`config.mk`:
```
export PLATFORM = sky130hd
export DESIGN_NAME = sam_tx_flat
export DESIGN_NICKNAME = d
export VERILOG_FILES = /design/src/rtl/sam_pkg.sv /design/src/rtl/sam_tx_if.sv /design/src/rtl/sam_symbol_gen.sv /design/src/rtl/sam_tx.sv /design/src/flat_wrapper.sv
export SDC_FILE = /design/constraint.sdc
export NUM_CORES = 1
export LEC_CHECK = 0
export BUFFER_PORTS_ARGS = -buffer_cell sky130_fd_sc_hd__buf_2
export CORE_UTILIZATION = 50
export DETAILED_ROUTE_END_ITERATION = 8
export GPL_ROUTABILITY_DRIVEN = 0
export HOLD_SLACK_MARGIN = 0.15
export PLACE_DENSITY = 0.82
export SYNTH_ARGS = -nofsm -noshare
export SYNTH_HDL_FRONTEND = slang
export SYNTH_SLANG_ARGS = --single-unit
```
`constraint.sdc`:
```
create_clock -name clk -period 4.25 [get_ports clk]
set_clock_uncertainty 0.05 [all_clocks]
set_input_delay 0 -clock clk [delete_from_list [all_inputs] [get_ports clk]]
set_output_delay 0 -clock clk [all_outputs]
set_load 0.02 [all_outputs]
```
`src/rtl/sam_pkg.sv`:
```
// sam_pkg: types and constants shared by the SAM transmitter and receiver.
package sam_pkg;

  localparam int SAM_KEY_W = 32;
  localparam int SAM_N_W   = 4;
  localparam int SAM_N_MAX = 5;

  typedef enum logic [2:0] {
    S_IDLE,
    S_CFG_N,
    S_CFG_KEY,
    S_CFG_MASK,
    S_DATA_WAIT,
    S_SYMBOL
  } sam_tx_state_t;

  // Key length L = 2^n. The result is 7 bits wide so that n=5 (L=32) fits.
  function automatic logic [6:0] sam_key_len(input logic [SAM_N_W-1:0] n);
    return 7'd1 << n;
  endfunction

endpackage

```
`src/rtl/sam_tx_if.sv`:
```
// sam_tx_if: configuration, plaintext handshake and serial line of sam_tx.
interface sam_tx_if;
  import sam_pkg::*;

  logic                 cfg_start;
  logic [SAM_N_W-1:0]   cfg_n;
  logic [SAM_KEY_W-1:0] cfg_key;
  logic [SAM_KEY_W-1:0] cfg_mask;
  logic                 data_valid;
  logic                 data_bit;
  logic                 data_ready;
  logic                 str;
  logic                 mode;
  logic                 busy;

  modport master (
    output cfg_start, cfg_n, cfg_key, cfg_mask, data_valid, data_bit,
    input  data_ready, str, mode, busy
  );

  modport slave (
    input  cfg_start, cfg_n, cfg_key, cfg_mask, data_valid, data_bit,
    output data_ready, str, mode, busy
  );
endinterface

```
`src/rtl/sam_symbol_gen.sv`:
```
// sam_symbol_gen: shapes one duty-cycle symbol of PERIOD clocks.
// c=1 -> high for PERIOD-1 cycles, c=0 -> high for the first cycle only;
// the last cycle is always low. 'last' flags cycle PERIOD-1.
module sam_symbol_gen #(
  parameter int PERIOD = 8
) (
  input  logic clk,
  input  logic reset,
  input  logic start,
  input  logic c,
  output logic line,
  output logic last
);

  logic [5:0] r_cnt;
  logic       r_c;
  logic       r_line;
  logic       r_last;

  // Down-counter runs PERIOD-1..0; line/last are precomputed for the next cycle.
  always_ff @(posedge clk or negedge reset) begin
    if (!reset) begin
      r_cnt  <= '0;
      r_c    <= 1'b0;
      r_line <= 1'b0;
      r_last <= 1'b0;
    end else if (start) begin
      r_cnt  <= 6'(PERIOD - 1);
      r_c    <= c;
      r_line <= 1'b1;
      r_last <= 1'b0;
    end else if (r_cnt != 6'd0) begin
      r_cnt  <= r_cnt - 6'd1;
      r_line <= r_c && (r_cnt != 6'd1);
      r_last <= (r_cnt == 6'd1);
    end else begin
      r_line <= 1'b0;
      r_last <= 1'b0;
    end
  end

  assign line = r_line;
  assign last = r_last;

endmodule

```
`src/rtl/sam_tx.sv`:
```
// sam_tx: SAM link transmitter. Sends the n/key/mask configuration frame,
// then one duty-cycle symbol per accepted plaintext bit.
// Optional macro SAM_TX_ENCRYPT_EN: when defined c = p ^ key[k], otherwise c = p
// (key still sent and k still advances, so timing does not change).
//
// state       | meaning
// ------------+------------------------------------------
// S_IDLE      | unconfigured, data ignored
// S_CFG_N     | sending n[3..0]
// S_CFG_KEY   | sending key[L-1..0]
// S_CFG_MASK  | sending mask[L-1..0]
// S_DATA_WAIT | configured, waiting for a plaintext bit
// S_SYMBOL    | sending one ciphertext symbol
module sam_tx
  import sam_pkg::*;
#(
  parameter int PERIOD = 8,
  parameter int N_MAX  = SAM_N_MAX
) (
  input  logic     clk,
  input  logic     reset,
  sam_tx_if.slave  bus
);

  sam_tx_state_t        r_state, w_state_nxt;
  logic [SAM_N_W-1:0]   r_n, w_n_clamp;
  logic [SAM_KEY_W-1:0] r_key, r_mask;
  logic [4:0]           r_cnt, r_k, w_cm1, w_lm1, w_lm1_new;
  logic [6:0]           w_len, w_len_new;
  logic                 r_cfg_str, r_mode, r_busy;
  logic                 w_cfg_go, w_hs, w_ready, w_c, w_line, w_last, w_cfg_nxt;

  assign w_n_clamp = (bus.cfg_n > 4'(N_MAX)) ? 4'(N_MAX) : bus.cfg_n;
  assign w_len     = sam_key_len(r_n);
  assign w_len_new = sam_key_len(w_n_clamp);
  assign w_lm1     = 5'(w_len - 7'd1);
  assign w_lm1_new = 5'(w_len_new - 7'd1);
  assign w_cm1     = r_cnt - 5'd1;

  // cfg_start only counts in IDLE/DATA_WAIT and beats a simultaneous data_valid.
  assign w_cfg_go = bus.cfg_start && (r_state == S_IDLE || r_state == S_DATA_WAIT);
  assign w_ready  = (r_state == S_DATA_WAIT) || (r_state == S_SYMBOL && w_last);
  assign w_hs     = bus.data_valid && w_ready && !w_cfg_go;

`ifdef SAM_TX_ENCRYPT_EN
  assign w_c = bus.data_bit ^ r_key[r_k];
`else
  assign w_c = bus.data_bit;
`endif

  // State register.
  always_ff @(posedge clk or negedge reset) begin
    if (!reset) r_state <= S_IDLE;
    else        r_state <= w_state_nxt;
  end

  // Next-state decode; r_cnt holds the index of the bit currently on the line.
  always_comb begin
    w_state_nxt = r_state;
    case (r_state)
      S_IDLE:      if (bus.cfg_start) w_state_nxt = S_CFG_N;
      S_CFG_N:     if (r_cnt == 5'd0) w_state_nxt = S_CFG_KEY;
      S_CFG_KEY:   if (r_cnt == 5'd0) w_state_nxt = S_CFG_MASK;
      S_CFG_MASK:  if (r_cnt == 5'd0) w_state_nxt = S_DATA_WAIT;
      S_DATA_WAIT: begin
        if (bus.cfg_start) w_state_nxt = S_CFG_N;
        else if (w_hs)     w_state_nxt = S_SYMBOL;
      end
      S_SYMBOL:    if (w_last && !w_hs) w_state_nxt = S_DATA_WAIT;
      default:     w_state_nxt = S_IDLE;
    endcase
  end

  assign w_cfg_nxt = (w_state_nxt == S_CFG_N) || (w_state_nxt == S_CFG_KEY) ||
                     (w_state_nxt == S_CFG_MASK);

  // Config latches, frame bit serializer, key index and registered mode/busy.
  always_ff @(posedge clk or negedge reset) begin
    if (!reset) begin
      r_n       <= '0;
      r_key     <= '0;
      r_mask    <= '0;
      r_cnt     <= '0;
      r_k       <= '0;
      r_cfg_str <= 1'b0;
      r_mode    <= 1'b0;
      r_busy    <= 1'b0;
    end else begin
      r_mode <= w_cfg_nxt;
      r_busy <= w_cfg_nxt || (w_state_nxt == S_SYMBOL);
      if (w_cfg_go) begin
        r_n       <= w_n_clamp;
        r_key     <= bus.cfg_key;
        r_mask    <= bus.cfg_mask;
        r_k       <= w_lm1_new;
        r_cnt     <= 5'd3;
        r_cfg_str <= w_n_clamp[3];
      end else begin
        if (w_hs) r_k <= (r_k == 5'd0) ? w_lm1 : r_k - 5'd1;
        case (r_state)
          S_CFG_N: begin
            if (r_cnt == 5'd0) begin
              r_cnt     <= w_lm1;
              r_cfg_str <= r_key[w_lm1];
            end else begin
              r_cnt     <= w_cm1;
              r_cfg_str <= r_n[w_cm1[1:0]];
            end
          end
          S_CFG_KEY: begin
            if (r_cnt == 5'd0) begin
              r_cnt     <= w_lm1;
              r_cfg_str <= r_mask[w_lm1];
            end else begin
              r_cnt     <= w_cm1;
              r_cfg_str <= r_key[w_cm1];
            end
          end
          S_CFG_MASK: begin
            if (r_cnt == 5'd0) begin
              r_cfg_str <= 1'b0;
            end else begin
              r_cnt     <= w_cm1;
              r_cfg_str <= r_mask[w_cm1];
            end
          end
          default: r_cfg_str <= 1'b0;
        endcase
      end
    end
  end

  sam_symbol_gen #(.PERIOD(PERIOD)) u_sym (
    .clk   (clk),
    .reset (reset),
    .start (w_hs),
    .c     (w_c),
    .line  (w_line),
    .last  (w_last)
  );

  // Both sources are registers and are never high at the same time.
  assign bus.str        = r_cfg_str | w_line;
  assign bus.mode       = r_mode;
  assign bus.busy       = r_busy;
  assign bus.data_ready = w_ready;

endmodule

```
`src/flat_wrapper.sv`:
```
// flat-port wrapper written by rule: the top's interface ports become plain ports
module sam_tx_flat import sam_pkg::*;
#(
  parameter int PERIOD = 8,
  parameter int N_MAX  = SAM_N_MAX
)
  (clk, reset, bus_cfg_start, bus_cfg_n, bus_cfg_key, bus_cfg_mask, bus_data_valid, bus_data_bit, bus_data_ready, bus_str, bus_mode, bus_busy);
  sam_tx_if bus_i ();
  input  logic clk;
  input  logic reset;
  input wire logic [$bits(bus_i.cfg_start)-1:0] bus_cfg_start;
  input wire logic [$bits(bus_i.cfg_n)-1:0] bus_cfg_n;
  input wire logic [$bits(bus_i.cfg_key)-1:0] bus_cfg_key;
  input wire logic [$bits(bus_i.cfg_mask)-1:0] bus_cfg_mask;
  input wire logic [$bits(bus_i.data_valid)-1:0] bus_data_valid;
  input wire logic [$bits(bus_i.data_bit)-1:0] bus_data_bit;
  output wire logic [$bits(bus_i.data_ready)-1:0] bus_data_ready;
  output wire logic [$bits(bus_i.str)-1:0] bus_str;
  output wire logic [$bits(bus_i.mode)-1:0] bus_mode;
  output wire logic [$bits(bus_i.busy)-1:0] bus_busy;
  assign bus_i.cfg_start = bus_cfg_start;
  assign bus_i.cfg_n = bus_cfg_n;
  assign bus_i.cfg_key = bus_cfg_key;
  assign bus_i.cfg_mask = bus_cfg_mask;
  assign bus_i.data_valid = bus_data_valid;
  assign bus_i.data_bit = bus_data_bit;
  assign bus_data_ready = bus_i.data_ready;
  assign bus_str = bus_i.str;
  assign bus_mode = bus_i.mode;
  assign bus_busy = bus_i.busy;
  sam_tx #(.PERIOD(PERIOD), .N_MAX(N_MAX)) u_core (.clk(clk), .reset(reset), .bus(bus_i));
endmodule
```
==> results by group <==
Outcome
  – Status: complete, no violations

Critical path
  – Max Fanout on Critical Path: 18
  – Arrival time at the worst endpoint: ~3.6 ns
  – CP max stage cell: or4b_2
  – Delay-heaviest family, CP: simple AND/OR/NAND/NOR gates
  – Required time of the critical path: 4.49 ns
  – CP Cell Sequence: or2_2 > or3_1 > ha_1 > or4b_2 > o311ai_0 > a221oi_1 > o21ai_0 > o2111ai_1 > nand4_1
  – CP Capture Type: register
  – Worst stage delay on the critical path: about 0.7 ns
  – Worst setup SP type: register
  – WS Path Type: reg2reg
  – WP buf/inv: 0

Layout
  – Area added between synthesis and finish: 28.7%
  – # fillers: slightly above 700
  – Commonest non-fill, non-tap cells in the layout: 208 x nand2_1, 88 x dfrtp_1, 76 x dlygate4sd3_1
  – Post-Layout Inst Area: around 0.0061 mm2
  – Nets@finish: ~720
  – Layout cells sized above 1: 20.4%
  – N_diodes: 0
  – Commonest non-fill, non-tap cell in the layout: nand2_1

Detailed routing
  – Residual DRC count: 0
  – Vias/cell: roughly 5.8
  – DR iter-0 viols: 407
  – Via count: about 4.4k
  – Pre-Repair DR Iteration Count: 6
  – WL per Instance: around 16 um
  – Final WL: 12500 um
  – Number of antenna-violating nets in the routed design: 0

Pwr
  – Peak supply drop: approximately 0.15 mV
  – Pwr Density: between 200 and 250 mW/mm2
  – P_leak: 3.11 nW

STA
  – Final Worst Setup Slack: 0.866 ns
  – Final Setup Violations: 0
  – Min Hold Slack: 0.319 ns
  – Shortest period the worst path allows: approximately 3.4 ns
  – Sum Neg Setup Slack: 0 ns
  – Achievable Freq: 0.296 GHz
  – Max-slew violations: 0
  – Worst slew pin tran: around 1.1 ns
  – Rel. slew slack: between 20% and 30%
  – Final Cycle Share: 79.6%
  – RSZ-0062 raised after global routing: no
  – Fin. Hold Viols: 0

Clock network
  – # clock sinks: 88
  – CTS tree: built
  – CTS Buffer Depth: 2
  – Root buffer cell: clkbuf_8
  – CTS Buf Count: 9
  – Worst skew pair latency: 0.35 ns
  – H-tree depth: 3
  – Clk slew on worst S/H paths: 0.08 ns

Die
  – Rows: 35
  – Die width: around 100 um
  – Initial Utilization: roughly 51%
  – Die ar.: just under 0.01 mm2
  – Die H: 99.3 um
  – Core footprint: 0.00920 mm2
  – Top Ports: 77

Placement
  – Port Buffers: 76
  – Detail Placement HPWL: about 7700 um
  – DP Worst Slack: around 1.0 ns
  – Area after DPL: about 0.0052 mm2

Synth
  – Sequential cell area fraction in the yosys report: between 40 and 50%
  – Cell Area, Synth: 0.00474 mm2
  – Mapped Avg Cell Area: between 9 and 10 um2
  – Total of warnings raised by yosys: 0
  – Net Count, Synth: just under 600
  – Ys flop type: dfrtp_1
  – Count of different cell masters after synthesis: between 50 and 60
  – Ys async rst share: 100%
  – Number of synthesized flops with an enable pin: 0
  – Gate Count Post-Synth: just over 500
  – Synth Register Bits: 88

Hold path
  – Hold Path Class: in2reg

Global routing
  – Pin count of the biggest net entering global routing: between 60 and 70
  – Vias in the first global route: between 4k and 5k
  – GRT overflow: 0
  – Initial antenna violation count: 0
  – Total Routing Usage GR: around 27%
  – First-pass GRT wire length: 20600 um

Job
  – Max-cap violation count: 0
[layout make-up]
| cell class | count | area [um2] | share of cell area (%) |
|---|---|---|---|
| Clock inverter | 4 | 23.8 | 0.390 |
| Tap cell | 111 | 139 | 2.28 |
| Inverter | 12 | 45.0 | 0.739 |
| Multi-Input combinational cell | 376 | 2360 | 38.8 |
| Clock buffer | 10 | 128 | 2.09 |
| Sequential cell | 88 | 2200 | 36.1 |
| Timing Repair Buffer | 157 | 1190 | 19.6 |
[cells by family after synthesis]
| kind of cell | synth area share (%) |
|---|---|
| fa+ha+maj | 1.59 |
| xor+xnor | 1.64 |
| buf+inv | 3.65 |
| compound gates | 7.56 |
| mux | 14.3 |
| simple gates | 24.8 |
| flops | 46.5 |
[final timing paths]
kind                                        from                     to  slack [ns]  cells past startpoint
max in group asynchronous                  reset          u_core.r_n[3]        2.90                      4
min in group asynchronous                  reset  u_core.u_sym.r_cnt[1]        0.63                      4
worst min-delay path            bus_cfg_mask[29]      u_core.r_mask[29]        0.32                      4
worst max-delay path               u_core.r_n[2]       u_core.r_cfg_str        0.87                      9
worst max register to register     u_core.r_n[2]       u_core.r_cfg_str        0.87                      9
worst min register to register  u_core.r_key[21]       u_core.r_key[21]        0.43                      2
[report_power, final]
group	internal (mW)	switching, mW
Sequential	0.836	0
Combinational	0.0703	0.0371
Clock	0.205	0.288
[Yosys cell counts, types with 2 or more instances]
master     number  area share (%)
nand2_1       209              17
dfrtp_1        88              46
mux4_2         20             9.5
nor2_1         20             1.6
clkbuf_1       16             1.3
inv_1          11            0.87
o21ai_0        11             1.2
mux2i_1         8             1.7
a21oi_1         6            0.63
ha_1            6             1.6
mux2_2          6             1.4
nor3_1          6            0.63
buf_2           5            0.53
nand2b_1        5            0.66
o211ai_1        5            0.79
or3_1           5            0.66
xnor2_1         5            0.92
a211oi_1        4            0.63
buf_1           4            0.32
nand3_1         4            0.42
a31oi_1         3            0.40
mux4_1          3             1.7
nor3b_1         3            0.48
nor4b_1         3            0.55
o21a_1          3            0.48
a2111oi_0       2            0.37
a21o_1          2            0.32
a22o_1          2            0.37
a22oi_1         2            0.32
and2_1          2            0.26
and3_1          2            0.26
buf_6           2            0.48
nand3b_1        2            0.32
nor2b_1         2            0.26
nor4_1          2            0.26
o22ai_1         2            0.26
o311ai_0        2            0.37
o31ai_1         2            0.32
or2_2           2            0.26
xor2_1          2            0.37
[worst register-to-register path, delay by kind of cell (launching register included)]
| kind | cells | cell delay, ns |
|---|---|---|
| simple gates | 4 | 1.52 |
| compound gates | 4 | 0.69 |
| fa+ha+maj | 1 | 0.57 |
| flops | 1 | 0.49 |
[metal layers]
| metal | global-route usage, % | wire length (um) |
|---|---|---|
| met3 | 3.72 | 731 |
| met5 | 0 | 0 |
| met4 | 13.6 | 506 |
| met2 | 46.1 | 6330 |
| met1 | 33.4 | 4910 |
[flip-flops by register name, indices dropped and copies added (netlist names), 3 cells and up]
signal,cells
u_core.r_cnt,5
u_core.r_key,32
u_core.r_mask,32
u_core.r_n,4
u_core.r_state,3
u_core.u_sym.r_cnt,6
[through the flow]
stage | utilization, % | power [mW] | instances
floorplan | - | 0.855 | 504
global placement | 56.1 | 0.904 | 667
detailed placement | 56.1 | 0.905 | 667
CTS | 66.3 | 1.44 | 758
global route | 66.3 | 1.48 | 758
finish | 66.3 | 1.44 | 758
[what timing repair did]
action | 4_1_cts | 5_1_grt
hold buffers | 77 | 0
buffers inserted | 0 | 0
resized for setup | 0 | 0
hold endpoints to repair | 114 | 0
(Power assumes the default switching activity.)
